`config.mk`:
```
export PLATFORM = sky130hd
export DESIGN_NAME = piso_shifter
export DESIGN_NICKNAME = d
export VERILOG_FILES = /design/src/rtl/piso_shifter.sv
export SDC_FILE = /design/constraint.sdc
export NUM_CORES = 1
export LEC_CHECK = 0
export CELL_PAD_IN_SITES_DETAIL_PLACEMENT = 0
export CELL_PAD_IN_SITES_GLOBAL_PLACEMENT = 1
export CORE_MARGIN = 2
export CORE_UTILIZATION = 34
export DETAILED_ROUTE_END_ITERATION = 16
export MAX_ROUTING_LAYER = met4
export PLACE_DENSITY_LB_ADDON = 0.1
export SLEW_MARGIN = 5
export SYNTH_ARGS = -nofsm -noshare
export SYNTH_HDL_FRONTEND = slang
export SYNTH_SLANG_ARGS = --single-unit
export TNS_END_PERCENT = 5
```
`constraint.sdc`:
```
create_clock -name clk -period 1.35 [get_ports clk]
set_input_delay 0.135 -clock clk [delete_from_list [all_inputs] [get_ports clk]]
set_output_delay 0.135 -clock clk [all_outputs]
set_load 0.02 [all_outputs]
```
`src/rtl/piso_shifter.sv`:
```
// piso_shifter: parallel-in serial-out transmitter with a valid/ready load handshake.
// A word accepted in the last-bit cycle of the previous word follows it with no gap.
module piso_shifter #(
    parameter int WIDTH     = 8,
    parameter int MSB_FIRST = 1
) (
    input  logic             clk,
    input  logic             rst_n,
    input  logic             load_valid,
    output logic             load_ready,
    input  logic [WIDTH-1:0] load_data,
    output logic             q,
    output logic             q_valid,
    output logic             done
);
    localparam int CW = $clog2(WIDTH);
    localparam logic [CW-1:0] LAST = CW'(WIDTH - 1);

    typedef enum logic {IDLE, SHIFT} state_t;

    state_t           state, state_n;
    logic [CW-1:0]    cnt, cnt_n;
    logic [WIDTH-1:0] sr, sr_n;
    logic             q_n, q_valid_n, done_n, load_ready_n, accept;

    assign accept = load_valid && load_ready;

    always_ff @(posedge clk or negedge rst_n) begin
        if (!rst_n) begin
            state      <= IDLE;
            cnt        <= '0;
            sr         <= '0;
            q          <= 1'b0;
            q_valid    <= 1'b0;
            done       <= 1'b0;
            load_ready <= 1'b0;
        end else begin
            state      <= state_n;
            cnt        <= cnt_n;
            sr         <= sr_n;
            q          <= q_n;
            q_valid    <= q_valid_n;
            done       <= done_n;
            load_ready <= load_ready_n;
        end
    end

    always_comb begin
        state_n      = state;
        cnt_n        = cnt;
        sr_n         = sr;
        q_n          = q;
        q_valid_n    = q_valid;
        done_n       = 1'b0;
        load_ready_n = load_ready;
        if (state == IDLE || cnt == LAST) begin
            // idle or last bit: either take a new word or fall back to idle
            if (accept) begin
                state_n      = SHIFT;
                cnt_n        = '0;
                sr_n         = load_data;
                q_n          = (MSB_FIRST != 0) ? load_data[WIDTH-1] : load_data[0];
                q_valid_n    = 1'b1;
                load_ready_n = 1'b0;
            end else begin
                state_n      = IDLE;
                cnt_n        = '0;
                q_n          = 1'b0;
                q_valid_n    = 1'b0;
                load_ready_n = 1'b1;
            end
        end else begin
            cnt_n        = cnt + CW'(1);
            sr_n         = (MSB_FIRST != 0) ? sr << 1 : sr >> 1;
            q_n          = (MSB_FIRST != 0) ? sr[WIDTH-2] : sr[1];
            done_n       = (cnt_n == LAST);
            load_ready_n = (cnt_n == LAST);
        end
    end
endmodule

```
# After elaboration in Yosys (flattened, before gate mapping)
# Cells that the tools add are included.
# classes
n_mux	9
div	0
n_lt_le_gt_ge	0
n_mul	0
bitwise_logic	1
eq_ne	3
addsub	1
n_reduce_logical	2
n_shift	0
# op_table
operator	count
$mux 7	2
$eq 3x3->1 const B	2
$mux 1	6
$add 3x1->3 const B	1
$mux 3	1
$ne 2x2->1 const B	1
$logic_and 1x1->1	1
$logic_or 1x1->1	1
$not 1->1	1
# word_totals
in_bits	11
ram_bits	0
mem_count	0
word_cells	22
latch_bits	0
register_bits	14
romBits	0
out_inout_bits	4

# Longest topological paths before layout
# Gate-level depths: netlist of the first run.
# depth
word_depth	3
depth_mapped	6
mapped_depth_nobuf	4

# Worst setup path after synthesis of the first run
# OpenSTA, ideal clock, no wires.
# synth_timing
path_type	flip-flop to flip-flop
startpoint	register cnt[0]
endpoint	register load_ready
synth_period_minus_slack_ps	1402
setup_ps	119
setup_slack_ps	-52
path_stages_with_launch	7
arrival_time_ps	1283
path_buffers	2
required_time_ps	1231
cell_sequence	dfrtp_1 -> ha_1 -> ha_1 -> buf_6 -> nand2b_4 -> buf_6 -> a21bo_1
# synth_between
elab_chain_cells	3
elab_cells_between_ends	5
classes_between	add/sub (1); eq/ne (2); mux (1); reduce/logical (1)
# synth_rtl
item	line	source
start: declaration	22	logic [CW-1:0] cnt, cnt_n;
start signal: assignment	39	cnt <= cnt_n;
$add 3x1->3 / $eq 3x3->1 (equally long branches)	73, 56	
$eq 3x3->1 / $logic_or 1x1->1 (equally long branches)	77, 56	
$mux 1 (*)	56	if (state == IDLE || cnt == LAST) begin
named net load_ready_n	24	logic q_n, q_valid_n, done_n, load_ready_n, accept;
end signal: assignment	44	load_ready <= load_ready_n;
end: declaration	10	output logic load_ready,
# The timed path passes the listed nets; every way through them passes the cells marked *.
# A chain may end at the register's enable or synchronous reset.

# Final worst setup path of the first run
# layout_timing
startpoint	register cnt[1]
endpoint	register load_ready
# Same word-level chain as after synthesis.

==> results.md, run 1 <==
- The largest net degree at the start of global routing is 17.
- For this block, the initial DRC count from the detailed router was 13.
- The initial standard-cell utilization of the core is 36.8%.
- The routed layout has 518 vias.
- The global-route wire length before repair is 2.36 mm.
- Global routing consumed, on the met3 layer, 5.36% of the routing resources.
- The worst setup path is captured at a flip-flop.
- For this run, global-route usage on met2 was measured as 16.2%.
- At the worst endpoint, the arrival time is 1440 ps.
- The total wire length after detailed routing is 1.33 mm.
- The setup check on the worst reg-to-reg path leaves a slack of 90 ps.
- The hold buffer count at cts is 0.
- By startpoint and endpoint, the worst setup path is classified as flip-flop to flip-flop.
- The highest achievable clock rate is 795 MHz.
- The average instance in the mapped netlist occupies 11.5 um2.
- The number of antenna repair diodes is 0.
- IR analysis of the VDD net gives a maximum drop of 0.000953 V.
- For this run, the number of Yosys warnings is 0.
- Setup repair after global routing left no endpoint under its margin.
- Before antenna repair, the detailed router went through 4 iterations.
- The synthesized netlist net count is 78.
- The transition time at the pin with the least slew margin is 201 ps.
- The area inside the core boundary is 0.00200 mm2.
- Among all stages on the critical path, the largest delay is contributed by sky130_fd_sc_hd__dfrtp_1.
- The fill cell instance count of the final layout is 204.
- Summing the sequential cell areas from Yosys gives 47.6% of the chip area.
- In the routed design, unresolved DRC markers number 0.
- The clock latency at the later pin of the worst-skew pair is 290 ps.
- The final net count is 95.
- The path type of the worst min-delay path is primary input to async pin.
- The origin of the worst setup path is cnt[1].
- Detailed placement finished with a half-perimeter wire length of 940 um.
- The cell count after synthesis came out at 64.
- The total design power is 1880 uW.
- The chip height is 50.5 um.
- The worst-case reg-to-reg path depth is 4.
- Clock-pin slew was measured on the worst setup and hold paths at 80 ps.
- The number of vias per cell is 4.84.
- The signal on the critical path passes through ha_2, ha_4, nand2b_4, a21bo_1.
- TritonCTS built the clock tree.
- The count of endpoints failing setup in the final report is 0.
- The residual overflow from global routing is 0.
- Routability-driven placement finished with a final weighted congestion of 0.717.
- The power per standard cell area is 2010 mW/mm2.
- The final period demand of the worst path is 1260 ps.
- The count of buffer and inverter cells on the critical path is 0.
- The setup clock skew after layout is 1.37 ps.
- The total of buffers placed on input and output ports is 14.
- In this run the deepest clock path goes through 2 buffers.
- The fraction of layout cells with a size suffix above 1 is 22.5%.
- The required time reported for the critical path endpoint is 1530 ps.
- In this design, the stage delay of the slowest critical-path cell is 400 ps.
- The number of global-route vias before repair is 487.
- The endpoint identified for the worst register-to-register timing path is load_ready.
- 15 I/O pins were placed.
- The number of buffers inserted during clock tree synthesis is 3.
- The initialized floorplan defines 16 standard-cell rows.
- In this run the critical register-to-register path is launched from cnt[1].
- The final max-slew violation count is 0.
- Global routing used 17.9% of the available met1 tracks.
- The number of setup buffers added after CTS is 0.
- The max-cap violation count is 0.
- The count of nets left with antenna violations once routing finished came out at 0.
- Clock tree synthesis selected as its root buffer the cell sky130_fd_sc_hd__clkbuf_4.
- In the final routed layout, each cell accounts on average for 12.4 um.
- The multi-input combinational cells in the finished layout cover a total of 328 um2.
- In this run the number of cells on the critical path is 4.
- Grouping stages by cell kind, the critical path spends the most delay in flip-flops.
- Counting flops and latches in the post-synthesis netlist gives 14.
- The count of final hold-check violations is 0.
- The startpoint type of the worst setup path is a flip-flop.
- The width of the chip is 50.5 um.
- Compared with the post-synthesis result, the final layout area differs by 26.9%.
- The number of antenna violations at the first check in global routing came to 0.
- The flow ran to the end, and the final reports show no timing, DRC or antenna violations.
- The layer flagged by global routing as most heavily used is met1.
- The overall track demand over capacity in global routing is 13.1%.
- CTS built an H-tree with a depth of 1.
- Registers take 350 um2.
- The static leakage power is 0.000409 uW.
- The cell area after synthesis is 736 um2.
- The worst pin sits at a relative slew slack of 86.6%.
- Along the worst path, the maximum fanout reaches 10.
- The sink count of the clock tree is 14.
- The synthesized netlist contains 20 unique library cells.
- The final critical path takes up 93.1% of the cycle.
- Setup total negative slack on the finished layout was measured at 0 ps.
- The area of the die is 0.00255 mm2.
[where the power goes]
group | internal [uW] | switching (uW)
sequential | 606 | 84.8
combinational | 450 | 434
clock | 164 | 142
total | 1220 | 661
[worst reg2reg max path: stages (launching register included)]
cell	delay, ps
sky130_fd_sc_hd__dfrtp_1	400
sky130_fd_sc_hd__ha_2	200
sky130_fd_sc_hd__ha_4	190
sky130_fd_sc_hd__nand2b_4	190
sky130_fd_sc_hd__a21bo_1	180
[worst max path at each step]
stage,endpoint,slack [ps]
floorplan,load_ready,-3
global placement,load_ready,120
detailed placement,load_ready,100
CTS,load_ready,80
global route,q,40
finish,load_ready,90
[cell usage after synthesis (all sizes together)]
library cell | instances | area share (%)
ha | 3 | 5.1
inv | 2 | 1.0
nand3b | 1 | 1.0
nand3 | 8 | 5.4
dfrtp | 14 | 48
nand4b | 1 | 1.2
and2b | 1 | 1.0
and2 | 1 | 0.85
a21oi | 1 | 1.2
o21ai | 1 | 0.68
a31oi | 6 | 5.1
nand2 | 2 | 1.0
nor3b | 6 | 6.1
buf | 6 | 8.8
nor2 | 2 | 1.0
a21bo | 8 | 11
nand2b | 1 | 1.9
[flip-flops by register name (all words and copies together), names as in the netlist]
| register | flops |
|---|---|
| cnt | 3 |
| q | 1 |
| done | 1 |
| sr | 7 |
| state | 1 |
| load_ready | 1 |
[area by class of cell]
cell class	count	share of cell area (%)
clock buffers	4	3.89
inverters	2	0.804
well taps	27	3.62
multi-input cells	42	35.1
repair buffers	18	19.0
flip-flops and latches	14	37.5
[cells in the final DEF, fill, tap and decap left out]
cell                              count
sky130_fd_sc_hd__buf_12               1
sky130_fd_sc_hd__nand3b_1             1
sky130_fd_sc_hd__and2_1               1
sky130_fd_sc_hd__clkdlybuf4s50_1     10
sky130_fd_sc_hd__nor2_1               2
sky130_fd_sc_hd__nand4b_1             1
sky130_fd_sc_hd__ha_2                 1
sky130_fd_sc_hd__nand2_1              2
sky130_fd_sc_hd__clkbuf_8             1
sky130_fd_sc_hd__a21bo_1              2
sky130_fd_sc_hd__ha_1                 1
sky130_fd_sc_hd__ha_4                 1
sky130_fd_sc_hd__nand2b_4             1
sky130_fd_sc_hd__nand3_1              8
sky130_fd_sc_hd__a21oi_2              1
sky130_fd_sc_hd__inv_1                2
sky130_fd_sc_hd__a21bo_2              6
sky130_fd_sc_hd__dlygate4sd2_1        4
sky130_fd_sc_hd__dfrtp_1             14
sky130_fd_sc_hd__and2b_1              1
sky130_fd_sc_hd__nor3b_1              6
sky130_fd_sc_hd__clkbuf_4             3
sky130_fd_sc_hd__a31oi_1              6
sky130_fd_sc_hd__buf_4                3
sky130_fd_sc_hd__o21ai_0              1
[per-layer routing]
metal,up-vias,part of all wire [%]
li1,259,-
met1,242,50
met5,-,0
met3,2,7.7
met4,0,0.98
met2,15,41
[repair_timing]
action	4_1_cts	5_1_grt
resized for setup	4	0
endpoints found under the setup margin	4	0
endpoints found under the hold margin	0	0
[cell families after synthesis]
group                    synth area share [%]
AO/OA/AOI/OAI                            17.9
adder cells (fa/ha/maj)                  5.10
AND/OR/NAND/NOR                          19.6
flip-flops                               47.6
buffers and inverters                    9.86
[through the flow]
step / cells / setup slack, ps / utilization, % / instance area, um2 / hold slack (ps)
finish: 107 / 92.6 / 46.6 / 933 / 145
global route: 107 / 42.1 / 46.6 / 933 / 148
CTS: 107 / 84.1 / 46.6 / 933 / 138
detailed placement: 103 / 95.2 / 45.1 / 902 / 456
global placement: 103 / 122 / 45.1 / 902 / 447
floorplan: 64 / -2.57 / - / 751 / -161
Power figures use the tool's default switching activity.
==> inputs of run 2 (changes only) <==
SKIP_CTS_REPAIR_TIMING = 1   (was unset)
==> results.md, run 2 (same netlist as run 1, synthesis figures left out) <==
- The flow ran to the end, and the final reports show no timing, DRC or antenna violations.
- The startpoint type of the worst setup path is a flip-flop.
- The static leakage power is 0.000446 uW (+9.0%).
- The final max-slew violation count is 0 (unchanged).
- The setup clock skew after layout is 1.37 ps (unchanged).
- The area added between synthesis and finish is 28.9%.
- The number of flip-flops in the largest register came to 7 (unchanged).
- The worst-case reg-to-reg path depth was 4 (unchanged).
- The count of buffer and inverter cells on the critical path is 0 (unchanged).
- The antenna violation net count after detailed routing is 0 (unchanged).
- The worst vdd rail ir drop is 0.000981 V (+2.9%).
- The category of the critical setup timing path is flip-flop to flip-flop.
- The critical register-to-register path startpoint is cnt[1].
- The final net count came to 95 (unchanged).
- The residual overflow from global routing is 0 (unchanged).
- The cell sitting at the root of the clock tree is a sky130_fd_sc_hd__clkbuf_4.
- The largest registers in the layout are sr: 7 flops, cnt: 3 flops.
- The total of buffers placed on input and output ports is 14 (unchanged).
- The overall via count from detail_route is 519 (+0.19%).
- The fraction of layout cells with a size suffix above 1 is 22.5% (unchanged).
- The largest net degree at the start of global routing came to 17 (unchanged).
- The post-layout instance count excluding filler cells is 107 (unchanged).
- The power per standard cell area is 2020 mW/mm2 (about the same).
- The worst register-to-register path ends at load_ready.
- The worst hold slack after final layout is 145 ps (unchanged).
- The final RePlAce weighted congestion came to 0.717 (unchanged).
- The slowest stage cell on the critical path is sky130_fd_sc_hd__dfrtp_1.
- The arrival time at the worst endpoint came to 1440 ps (about the same).
- The count of placed standard cells including taps was 103 (unchanged).
- The library cells used most frequently in the layout, excluding fill and tap cells, are sky130_fd_sc_hd__dfrtp_1, sky130_fd_sc_hd__clkdlybuf4s50_1, sky130_fd_sc_hd__nand3_1.
- The detailed router's first-iteration violation count is 13 (unchanged).
- The transition time at the pin with the least slew margin came to 236 ps (+35.1 ps).
- The family of cells with the greatest summed delay on the critical path is flip-flops.
- The number of antenna repair diodes was 0 (unchanged).
- The count of final hold-check violations came to 0 (unchanged).
- The clock latency at the later pin of the worst-skew pair is 290 ps (about the same).
- The number of vias per cell is 4.85 (+0.19%).
- The number of cell rows came to 16 (unchanged).
- The total wire length after detailed routing is 1.39 mm (+4.7%).
- The initial standard-cell utilization of the core came to 36.8% (unchanged).
- The number of antenna violations at the first check in global routing is 0 (unchanged).
- The most common library cell in the layout ignoring fill and taps is sky130_fd_sc_hd__dfrtp_1.
- The area of the die is 0.00255 mm2 (unchanged).
- The maximum count of clock buffers along a single path is 2 (unchanged).
- The max-slew headroom at the worst pin is 84.3% (-2.3 points).
- The width of the chip was 50.5 um (unchanged).
- The routed wire length per instance is 13.0 um (+4.7%).
- The post-placement cell area came to 902 um2 (unchanged).
- The total number of H-tree levels is 1 (unchanged).
- The post-DP HPWL is 940 um (unchanged).
- The largest stage delay on the critical path is 400 ps (about the same).
- The total iterations of the first detailed-routing run is 4 (unchanged).
- The TritonCTS clock tree is built.
- The worst setup path is captured at a flip-flop.
- The final period demand of the worst path is 1260 ps (-0.000300 ps).
- The global-route wire length before repair is 2.36 mm (unchanged).
- The max-cap violation count is 0 (unchanged).
- The highest achievable clock rate is 795 MHz (unchanged).
- The chip height is 50.5 um (unchanged).
- The post-route fraction of the period consumed by the critical path is 93.1% (about the same).
- Walking the worst path, the cells encountered are ha_2, ha_4, nand2b_4, a21bo_1.
- The tightest min-delay check is of the primary input to async pin type.
- The count of endpoints failing setup in the final report is 0 (unchanged).
- The reg-to-reg setup timing slack came to 90 ps (about the same).
- The overall track demand over capacity in global routing came to 13.1% (unchanged).
- The highest fanout seen on the critical path came to 10 (unchanged).
- The required time reported for the critical path endpoint is 1530 ps (about the same).
- The area inside the core boundary is 0.00200 mm2 (unchanged).
- The number of buffers inserted during clock tree synthesis is 3 (unchanged).
- Setup repair after global routing left no endpoint under its margin.
- The sink count of the clock tree was 14 (unchanged).
- The top-level port count is 15 (unchanged).
- The largest register by flop count is sr.
- The total DRC errors in the routed layout is 0 (unchanged).
- The final cell area excluding filler cells is 948 um2 (+1.6%).
- The number of global-route vias before repair is 487 (unchanged).
- The post-CTS clock slew at the launch and capture registers of the worst setup and hold paths is 80 ps (about the same).
## run 2: stage by stage
stage | setup slack [ps] | total power (uW) | setup TNS, ps | util (%)
6_report | 92.6 | 1910 | 0 | 47.4
5_1_grt | 42.1 | 2090 | 0 | 47.4
4_1_cts | -32.6 | 1940 | -65.0 | 46.9
3_5_place_dp | 95.2 | 1630 | 0 | 45.1
3_3_place_gp | 122 | 1630 | 0 | 45.1
2_1_floorplan | -2.57 | 1400 | -2.57 | -
## run 2: per-layer routing
| layer | GRT usage (%) | wire length [um] | part of all wire, % |
|---|---|---|---|
| met4 | 6.76 | 13 | 0.93 |
| met3 | 5.36 | 101 | 7.3 |
| met1 | 17.9 | 685 | 49 |
| met2 | 16.2 | 592 | 42 |
| met5 | - | 0 | 0 |
## run 2: area by class of cell
class / instances / area (um2)
Fill cell: 200 / 1050
Sequential cell: 14 / 350
Multi-Input combinational cell: 42 / 328
Timing Repair Buffer: 18 / 193
Clock buffer: 4 / 36.3
Tap cell: 27 / 33.8
Inverter: 2 / 7.51
## run 2: where the power goes
group,switching (uW),internal (uW)
Combinational,438,474
Clock,142,164
Sequential,87.0,606
Total,667,1240
## run 2: how the worst max path moves through the flow
stage / startpoint / endpoint / cells past startpoint
after floorplan: cnt[0] / load_ready / 6
after global placement: cnt[0] / load_ready / 4
after detailed placement: cnt[1] / load_ready / 4
after CTS: state / q_valid / 1
after global routing: cnt[1] / q / 4
final: cnt[1] / load_ready / 4
==> inputs of run 3 (changes only) <==
ABC_CLOCK_PERIOD_IN_PS = 1350   (was unset)
==> results of run 3 <==
Final layout, timing and power as in run 2 (identical DEF).
